[config.mk]
export PLATFORM = sky130hd
export DESIGN_NAME = reg_dump_unit_flat
export DESIGN_NICKNAME = d
export VERILOG_FILES = /design/src/rtl/mips_dbg_pkg.sv /design/src/rtl/reg_dump_unit_if.sv /design/src/rtl/reg_dump_unit.sv /design/src/flat_wrapper.sv
export SDC_FILE = /design/constraint.sdc
export NUM_CORES = 1
export LEC_CHECK = 0
export BUFFER_PORTS_ARGS = -buffer_cell sky130_fd_sc_hd__buf_2
export CORE_UTILIZATION = 50
export CTS_BUF_LIST = sky130_fd_sc_hd__clkbuf_4 sky130_fd_sc_hd__clkbuf_8
export CTS_CLUSTER_DIAMETER = 40
export DETAILED_ROUTE_END_ITERATION = 6
export GPL_ROUTABILITY_DRIVEN = 0
export PLACE_DENSITY = 0.85
export SKIP_CTS_REPAIR_TIMING = 1
export SYNTH_ARGS = -nofsm -noshare
export SYNTH_HDL_FRONTEND = slang
export SYNTH_SLANG_ARGS = --single-unit
[constraint.sdc]
create_clock -name clk1 -period 5.49 [get_ports clk1]
set_clock_uncertainty 0.2 [all_clocks]
set_input_delay 0.8235 -clock clk1 [delete_from_list [all_inputs] [get_ports clk1]]
set_output_delay 0.8235 -clock clk1 [all_outputs]
set_load 0.01 [all_outputs]
[src/rtl/mips_dbg_pkg.sv]
// Shared debug-block definitions: dump FSM states and default geometry.
// Used by reg_dump_unit and its bus interface.
package mips_dbg_pkg;

  localparam int unsigned DEF_NUM_REGS = 32;
  localparam int unsigned DEF_DATA_W   = 32;
  localparam int unsigned IDX_W        = 5;

  typedef enum logic [2:0] {
    IDLE  = 3'd0,
    RD    = 3'd1,
    CAP   = 3'd2,
    OUT   = 3'd3,
    CKSUM = 3'd4,
    DONE  = 3'd5
  } dump_state_e;

endpackage

[src/rtl/reg_dump_unit_if.sv]
// Bus bundle for reg_dump_unit: register-file read port plus the
// valid/ready dump stream.
//   master : dump unit side (drives read strobe/address and stream)
//   slave  : register file / stream consumer side
interface reg_dump_unit_if #(
  parameter int unsigned DATA_W = mips_dbg_pkg::DEF_DATA_W
);
  logic                               rf_rd_en;
  logic [mips_dbg_pkg::IDX_W-1:0]     rf_rd_addr;
  logic [DATA_W-1:0]                  rf_rd_data;
  logic                               out_valid;
  logic                               out_ready;
  logic [mips_dbg_pkg::IDX_W-1:0]     out_index;
  logic [DATA_W-1:0]                  out_data;
  logic                               out_last;
  logic                               out_cksum;

  modport master (
    output rf_rd_en, rf_rd_addr,
    input  rf_rd_data,
    output out_valid, out_index, out_data, out_last, out_cksum,
    input  out_ready
  );

  modport slave (
    input  rf_rd_en, rf_rd_addr,
    output rf_rd_data,
    input  out_valid, out_index, out_data, out_last, out_cksum,
    output out_ready
  );
endinterface

[src/rtl/reg_dump_unit.sv]
// Register dump unit: on a manual start pulse or a rising edge of the
// processor HALTED flag, reads every register-file entry in order and
// streams it out over a valid/ready port, one word per three cycles.
// Optional feature macro REG_DUMP_CKSUM_EN appends a checksum beat
// (modulo-2^DATA_W sum of all register words).
// Ports:
//   clk1   : clock, rst : synchronous active-high reset
//   halted : processor halted flag (rising edge triggers a dump)
//   start  : single-cycle manual trigger
//   busy   : dump in progress, done : one-cycle completion pulse
//   bus    : read port + stream (reg_dump_unit_if.master)
module reg_dump_unit
  import mips_dbg_pkg::*;
#(
  parameter int unsigned NUM_REGS = DEF_NUM_REGS,
  parameter int unsigned DATA_W   = DEF_DATA_W
) (
  input  logic               clk1,
  input  logic               rst,
  input  logic               halted,
  input  logic               start,
  output logic               busy,
  output logic               done,
  reg_dump_unit_if.master    bus
);

  dump_state_e      state, state_n;
  logic [IDX_W-1:0] index;
  logic             halted_q;
  logic             trig;
  logic             accept;
  logic             last_idx;
`ifdef REG_DUMP_CKSUM_EN
  logic [DATA_W-1:0] sum;
`endif

  assign trig     = start | (halted & ~halted_q);
  assign accept   = bus.out_valid & bus.out_ready;
  assign last_idx = (index == IDX_W'(NUM_REGS - 1));

  // State register
  always_ff @(posedge clk1) begin
    if (rst) state <= IDLE;
    else     state <= state_n;
  end

  // Next-state logic
  always_comb begin
    state_n = state;
    unique case (state)
      IDLE: if (trig) state_n = RD;
      RD:   state_n = CAP;
      CAP:  state_n = OUT;
      OUT: begin
        if (accept) begin
          if (!last_idx) state_n = RD;
`ifdef REG_DUMP_CKSUM_EN
          else           state_n = CKSUM;
`else
          else           state_n = DONE;
`endif
        end
      end
`ifdef REG_DUMP_CKSUM_EN
      CKSUM: if (accept) state_n = DONE;
`endif
      DONE:    state_n = IDLE;
      default: state_n = IDLE;
    endcase
  end

  // Datapath and registered outputs; strobes follow the next state so
  // they line up with the state they belong to.
  always_ff @(posedge clk1) begin
    if (rst) begin
      halted_q       <= halted;
      index          <= '0;
      busy           <= 1'b0;
      done           <= 1'b0;
      bus.rf_rd_en   <= 1'b0;
      bus.rf_rd_addr <= '0;
      bus.out_valid  <= 1'b0;
      bus.out_index  <= '0;
      bus.out_data   <= '0;
      bus.out_last   <= 1'b0;
`ifdef REG_DUMP_CKSUM_EN
      bus.out_cksum  <= 1'b0;
      sum            <= '0;
`endif
    end else begin
      halted_q     <= halted;
      bus.rf_rd_en <= (state_n == RD);
      busy         <= (state_n != IDLE) && (state_n != DONE);
      done         <= (state_n == DONE);
      unique case (state)
        IDLE: begin
          if (trig) begin
            index          <= '0;
            bus.rf_rd_addr <= '0;
`ifdef REG_DUMP_CKSUM_EN
            sum            <= '0;
`endif
          end
        end
        CAP: begin
          bus.out_data  <= bus.rf_rd_data;
          bus.out_index <= index;
          bus.out_valid <= 1'b1;
`ifdef REG_DUMP_CKSUM_EN
          bus.out_last  <= 1'b0;
`else
          bus.out_last  <= last_idx;
`endif
        end
        OUT: begin
          if (accept) begin
`ifdef REG_DUMP_CKSUM_EN
            sum <= sum + bus.out_data;
`endif
            if (!last_idx) begin
              index          <= index + IDX_W'(1);
              bus.rf_rd_addr <= index + IDX_W'(1);
              bus.out_valid  <= 1'b0;
              bus.out_last   <= 1'b0;
            end else begin
`ifdef REG_DUMP_CKSUM_EN
              // Checksum beat includes the word being accepted now.
              bus.out_data  <= sum + bus.out_data;
              bus.out_index <= '0;
              bus.out_cksum <= 1'b1;
              bus.out_last  <= 1'b1;
`else
              bus.out_valid <= 1'b0;
              bus.out_last  <= 1'b0;
`endif
            end
          end
        end
`ifdef REG_DUMP_CKSUM_EN
        CKSUM: begin
          if (accept) begin
            bus.out_valid <= 1'b0;
            bus.out_last  <= 1'b0;
            bus.out_cksum <= 1'b0;
          end
        end
`endif
        default: ;
      endcase
    end
  end

`ifndef REG_DUMP_CKSUM_EN
  assign bus.out_cksum = 1'b0;
`endif

endmodule

[src/flat_wrapper.sv]
// flat-port wrapper written by rule: the top's interface ports become plain ports
module reg_dump_unit_flat import mips_dbg_pkg::*;
#(
  parameter int unsigned NUM_REGS = DEF_NUM_REGS,
  parameter int unsigned DATA_W   = DEF_DATA_W
)
  (clk1, rst, halted, start, busy, done, bus_rf_rd_en, bus_rf_rd_addr, bus_rf_rd_data, bus_out_valid, bus_out_index, bus_out_data, bus_out_last, bus_out_cksum, bus_out_ready);
  reg_dump_unit_if #(.DATA_W(DATA_W)) bus_i ();
  input  logic clk1;
  input  logic rst;
  input  logic halted;
  input  logic start;
  output logic busy;
  output logic done;
  output wire logic [$bits(bus_i.rf_rd_en)-1:0] bus_rf_rd_en;
  output wire logic [$bits(bus_i.rf_rd_addr)-1:0] bus_rf_rd_addr;
  input wire logic [$bits(bus_i.rf_rd_data)-1:0] bus_rf_rd_data;
  output wire logic [$bits(bus_i.out_valid)-1:0] bus_out_valid;
  output wire logic [$bits(bus_i.out_index)-1:0] bus_out_index;
  output wire logic [$bits(bus_i.out_data)-1:0] bus_out_data;
  output wire logic [$bits(bus_i.out_last)-1:0] bus_out_last;
  output wire logic [$bits(bus_i.out_cksum)-1:0] bus_out_cksum;
  input wire logic [$bits(bus_i.out_ready)-1:0] bus_out_ready;
  assign bus_rf_rd_en = bus_i.rf_rd_en;
  assign bus_rf_rd_addr = bus_i.rf_rd_addr;
  assign bus_i.rf_rd_data = bus_rf_rd_data;
  assign bus_out_valid = bus_i.out_valid;
  assign bus_out_index = bus_i.out_index;
  assign bus_out_data = bus_i.out_data;
  assign bus_out_last = bus_i.out_last;
  assign bus_out_cksum = bus_i.out_cksum;
  assign bus_i.out_ready = bus_out_ready;
  reg_dump_unit #(.NUM_REGS(NUM_REGS), .DATA_W(DATA_W)) u_core (.clk1(clk1), .rst(rst), .halted(halted), .start(start), .busy(busy), .done(done), .bus(bus_i));
endmodule
# Word level (Yosys, flattened, before mapping)

Index checks and enable logic that the tools add are counted.

Output and inout bits: 48
Latch bits: 0
Flip-flop bits (word level): 51
Memory bits (writable): 0
Bits in read-only memories: 0
Memories kept: 0

Mux-type cells: 11
Bitwise operators: 4
Divide/modulo/power cells: 0
Multiply operators: 0
Reduce and logical (&&, ||, !) cells: 7
$lt $le $gt $ge: 0
Add/sub/neg operators: 1
Shift-type cells: 0
Equality and inequality tests: 10

Operators by type and width:

| operator                                              | number |
|---|---|
| 2-to-1 mux 5 bit                                      | 3 |
| one-hot mux 3 bit (4 select lines)                    | 1 |
| one-hot mux 5 bit (2 select lines)                    | 1 |
| 2-to-1 mux 3 bit                                      | 3 |
| == test 3 x 1 -> 1 bit, second input constant         | 2 |
| == test 3 x 2 -> 1 bit, second input constant         | 2 |
| adder 5 x 1 -> 5 bit, second input constant           | 1 |
| == test 5 bit, second input constant                  | 1 |
| inequality test 2 x 1 -> 1 bit, second input constant | 2 |
| one-hot mux 1 bit (2 select lines)                    | 2 |
| AND reduction 4 bit                                   | 1 |
| nonzero test 2 bit                                    | 2 |
| == test 3 bit, second input constant                  | 1 |
| zero test 3 bit                                       | 1 |
| inequality test 3 bit, second input constant          | 1 |
| nonzero test 3 bit                                    | 1 |
| AND 1 bit                                             | 2 |
| inequality test 2 bit, second input constant          | 1 |
| AND reduction 2 bit                                   | 1 |
| logical AND 1 bit                                     | 1 |
| 2-to-1 mux 1 bit                                      | 1 |
| inverter 1 bit                                        | 1 |
| OR 1 bit                                              | 1 |

# Depth between registers and ports, before layout

Depth after elaboration: 7
Depth in mapped cells: 7

# Worst setup path after synthesis

Ideal clock, no wire load.

Path type: reg-to-reg
From: register u_core.bus.rf_rd_addr[0] (netlist name)
To: register u_core.bus.rf_rd_addr[3]
Cell stages (with the launch flop): 8
Path buffers: 1
Path slack: 3,124 ps
Data required time: 5,216 ps
Setup time: 74 ps
Data arrival time: 2,092 ps
Cell sequence: dfxtp_1 -> ha_1 -> and3_1 -> ha_1 -> or4b_1 -> buf_2 -> or3_1 -> a31oi_1

RTL lines:

| what                   | RTL line               | source |
|---|---|---|
| end signal: assignment | reg_dump_unit.sv:122   | `bus.rf_rd_addr <= index + IDX_W'(1);` |
| end: declaration       | reg_dump_unit_if.sv:19 | `output rf_rd_en, rf_rd_addr,` |

==> reports/results.txt <==
status: completed
CP max FO: 8
critical path type: reg2reg
routed wire length: 3910 um
Netlist cell types: 29
Critical Path RT: 5.51 ns
largest family of logic cells by synthesized area: simple AND/OR/NAND/NOR gates
fill cell count: 334
combinational share of power: 12.5%
Clk pwr share: 29.8%
via-per-instance ratio: 4.94
Seq pwr share: 57.6%
leakage: 0.00108 uW
worst slew pin tran: 0.822 ns
setup_tns: 0 ns
CORE AREA: 3440 um^2
worst hold path depth: 2
grt ovf: 0
Switch Pwr: 180 uW
DR iter-0 viols: 58
# H-tree levels: 2
syn avg cell area: 8.11 um^2
TritonRoute pass-1 iters: 4
largest net degree at the start of global routing: 48
Synth Net Count: 268
asr flop ratio synth: 0%
Port-buffer cells: 83
Reg clk slew, reported paths: 0.09 ns
Via Count: 1,740
worst-case reg-to-reg path depth: 6
cell count after synthesis: 229
Layout Nets: 344
register area share after synthesis: 55.0%
Pint: 511 uW
antenna violations before repair: 0
Synth Register Bits: 51
row count: 21
Hold Path Class: reg2reg
Synth Flop Type: dfxtp_1
Final min period: 2.51 ns
Residual DRC: 0
Synth Area in Simple Gates: 25.9%
Sink Count: 51
layout cells sized above 1: 30.7%
Slew Viols, Final: 0
vias in the first global route: 1,602
Adder-Cell Fraction of Synth Area: 1.35%
area delta synth->final: 27.7%
setup violators final: 0
final hold violation count: 0
Slowest Stage Delay on Critical Path: 0.68 ns
Initial Util: 53.9%
Ports: 85
DIE HEIGHT: 62.9 um
PD cells: 291 nW/um^2
TritonCTS buffer count: 5
VDD IR max: 0.000204 V
gr usage total: 21.5%
crit path DAT: 2.53 ns
multi-input logic area: 773 um^2
Worst Setup Start Kind: register
Clock Latency Late Sink: 0.30 ns
Yosys warnings: 0
post-synthesis xor/xnor area fraction: 0%
post-DP HPWL: 2700 um
max-cap violation count: 0
fmax: 399 MHz
Switching Fraction: 26.0%
full die area: 3960 um^2
first-pass GRT wire length: 6770 um
antenna diode count: 0
RSZ-0062 raised after global routing: no
CTS tree: built
final period utilization: 45.7%
mean routed wirelength per cell: 11.1 um
worst path cell trace: ha_1, and3_1, ha_1, or4b_1, or3_1, a31oi_1
Post-DRT Antenna Nets: 0
Sequential Area: 1020 um^2
CTS root buf: clkbuf_8
Cell Area, Synth: 1860 um^2
most frequent cell on the critical path: ha_1
max_slew headroom: 45.2%
Final Util: 68.9%
mux cell area share after synthesis: 0%
clock buffer depth: 2
chip width: 62.9 um
area fraction in compound gates after synthesis: 14.0%
crit end category: register
EDFF count, synth: 0
Critical Path Slowest Stage Cell: or4b_1
state kept, by name, indices dropped and copies added (netlist names):
register               flops
u_core.bus.out_valid       1
u_core.state               3
u_core.bus.out_data       32
u_core.bus.rf_rd_addr      5
u_core.halted_q            1
u_core.bus.out_index       5
u_core.bus.out_last        1
u_core.done                1
u_core.bus.rf_rd_en        1
u_core.busy                1
routing by layer:
| metal | global-route usage, % | routed length [um] | up-vias |
|---|---|---|---|
| met5 | 0 | 0 | - |
| met4 | 10.5 | 56 | 0 |
| met3 | 5.66 | 231 | 5 |
| met2 | 36.6 | 1850 | 51 |
| met1 | 24.8 | 1770 | 776 |
| li1 | - | - | 908 |
cell usage in the layout (no fill, tap or decap), types with 2 or more instances in the layout:
master,Yosys,layout
nor2_1,7,6
buf_2,1,83
and3_1,4,4
dfxtp_1,51,51
buf_4,1,2
nand4_1,4,4
clkbuf_8,0,5
nand3_1,4,4
ha_1,2,2
nor2b_1,2,2
clkinvlp_4,0,2
a21oi_1,42,42
nand2_1,79,79
nand2b_1,2,2
stage by stage:
stage / hold slack (ns) / cell area [um^2] / setup slack [ns] / std cells / power, uW
after floorplan: 0.281 / 1860 / 3.12 / 229 / 457
after CTS: 0.256 / 2370 / 2.98 / 352 / 698
after global routing: 0.270 / 2370 / 2.88 / 352 / 727
after detailed placement: 0.243 / 2280 / 3.02 / 344 / 494
final: 0.254 / 2370 / 2.98 / 352 / 691
after global placement: 0.238 / 2280 / 3.05 / 344 / 492
critical path: cells and delay by family (launching register included):
| family | cells | cell delay [ns] |
|---|---|---|
| fa+ha+maj | 2 | 0.45 |
| simple gates | 3 | 1.25 |
| flops | 1 | 0.37 |
| compound gates | 1 | 0.16 |
layout make-up:
class                           instances  area share, %
Tap cell                               46           2.43
Clock buffer                            5           2.90
Sequential cell                        51           43.1
Timing Repair Buffer                   85           18.2
Clock inverter                          3          0.844
Multi-Input combinational cell        162           32.6
power by group through the flow:
| stage | sequential [uW] | combinational (uW) | clock (uW) |
|---|---|---|---|
| after global placement | 406 | 86.3 | 0 |
| after floorplan | 412 | 45.0 | 0 |
| after global routing | 401 | 98.5 | 228 |
| after CTS | 398 | 87.7 | 212 |
| after detailed placement | 407 | 87.8 | 0 |
| final | 398 | 86.6 | 206 |
kinds of logic after synthesis:
| logic type | Yosys count |
|---|---|
| and+or+nand+nor | 110 |
| buffers and inverters | 16 |
| adders and majority gates | 2 |
| AOI/OAI and AO/OA | 49 |
| other | 1 |
| DFF | 51 |
Yosys cell counts, types with 2 or more instances:
master | count | share of area, %
clkbuf_1 | 14 | 2.8
nand3_1 | 4 | 1.1
nand2_1 | 79 | 16
ha_1 | 2 | 1.3
nor2_1 | 7 | 1.4
and3_1 | 4 | 1.3
nand4_1 | 4 | 1.3
nor2b_1 | 2 | 0.67
a21oi_1 | 42 | 11
nand2b_1 | 2 | 0.67
dfxtp_1 | 51 | 55
path summary, 6_finish.rpt:
path	from	to	slack, ns
hold / removal	u_core.bus.out_index[0]	u_core.bus.out_index[0]	0.25
hold reg to reg	u_core.bus.out_index[0]	u_core.bus.out_index[0]	0.25
setup reg to reg	u_core.bus.rf_rd_addr[0]	u_core.bus.rf_rd_addr[3]	2.98
setup / recovery	u_core.bus.rf_rd_addr[0]	u_core.bus.rf_rd_addr[3]	2.98
(Power assumes the default switching activity.)
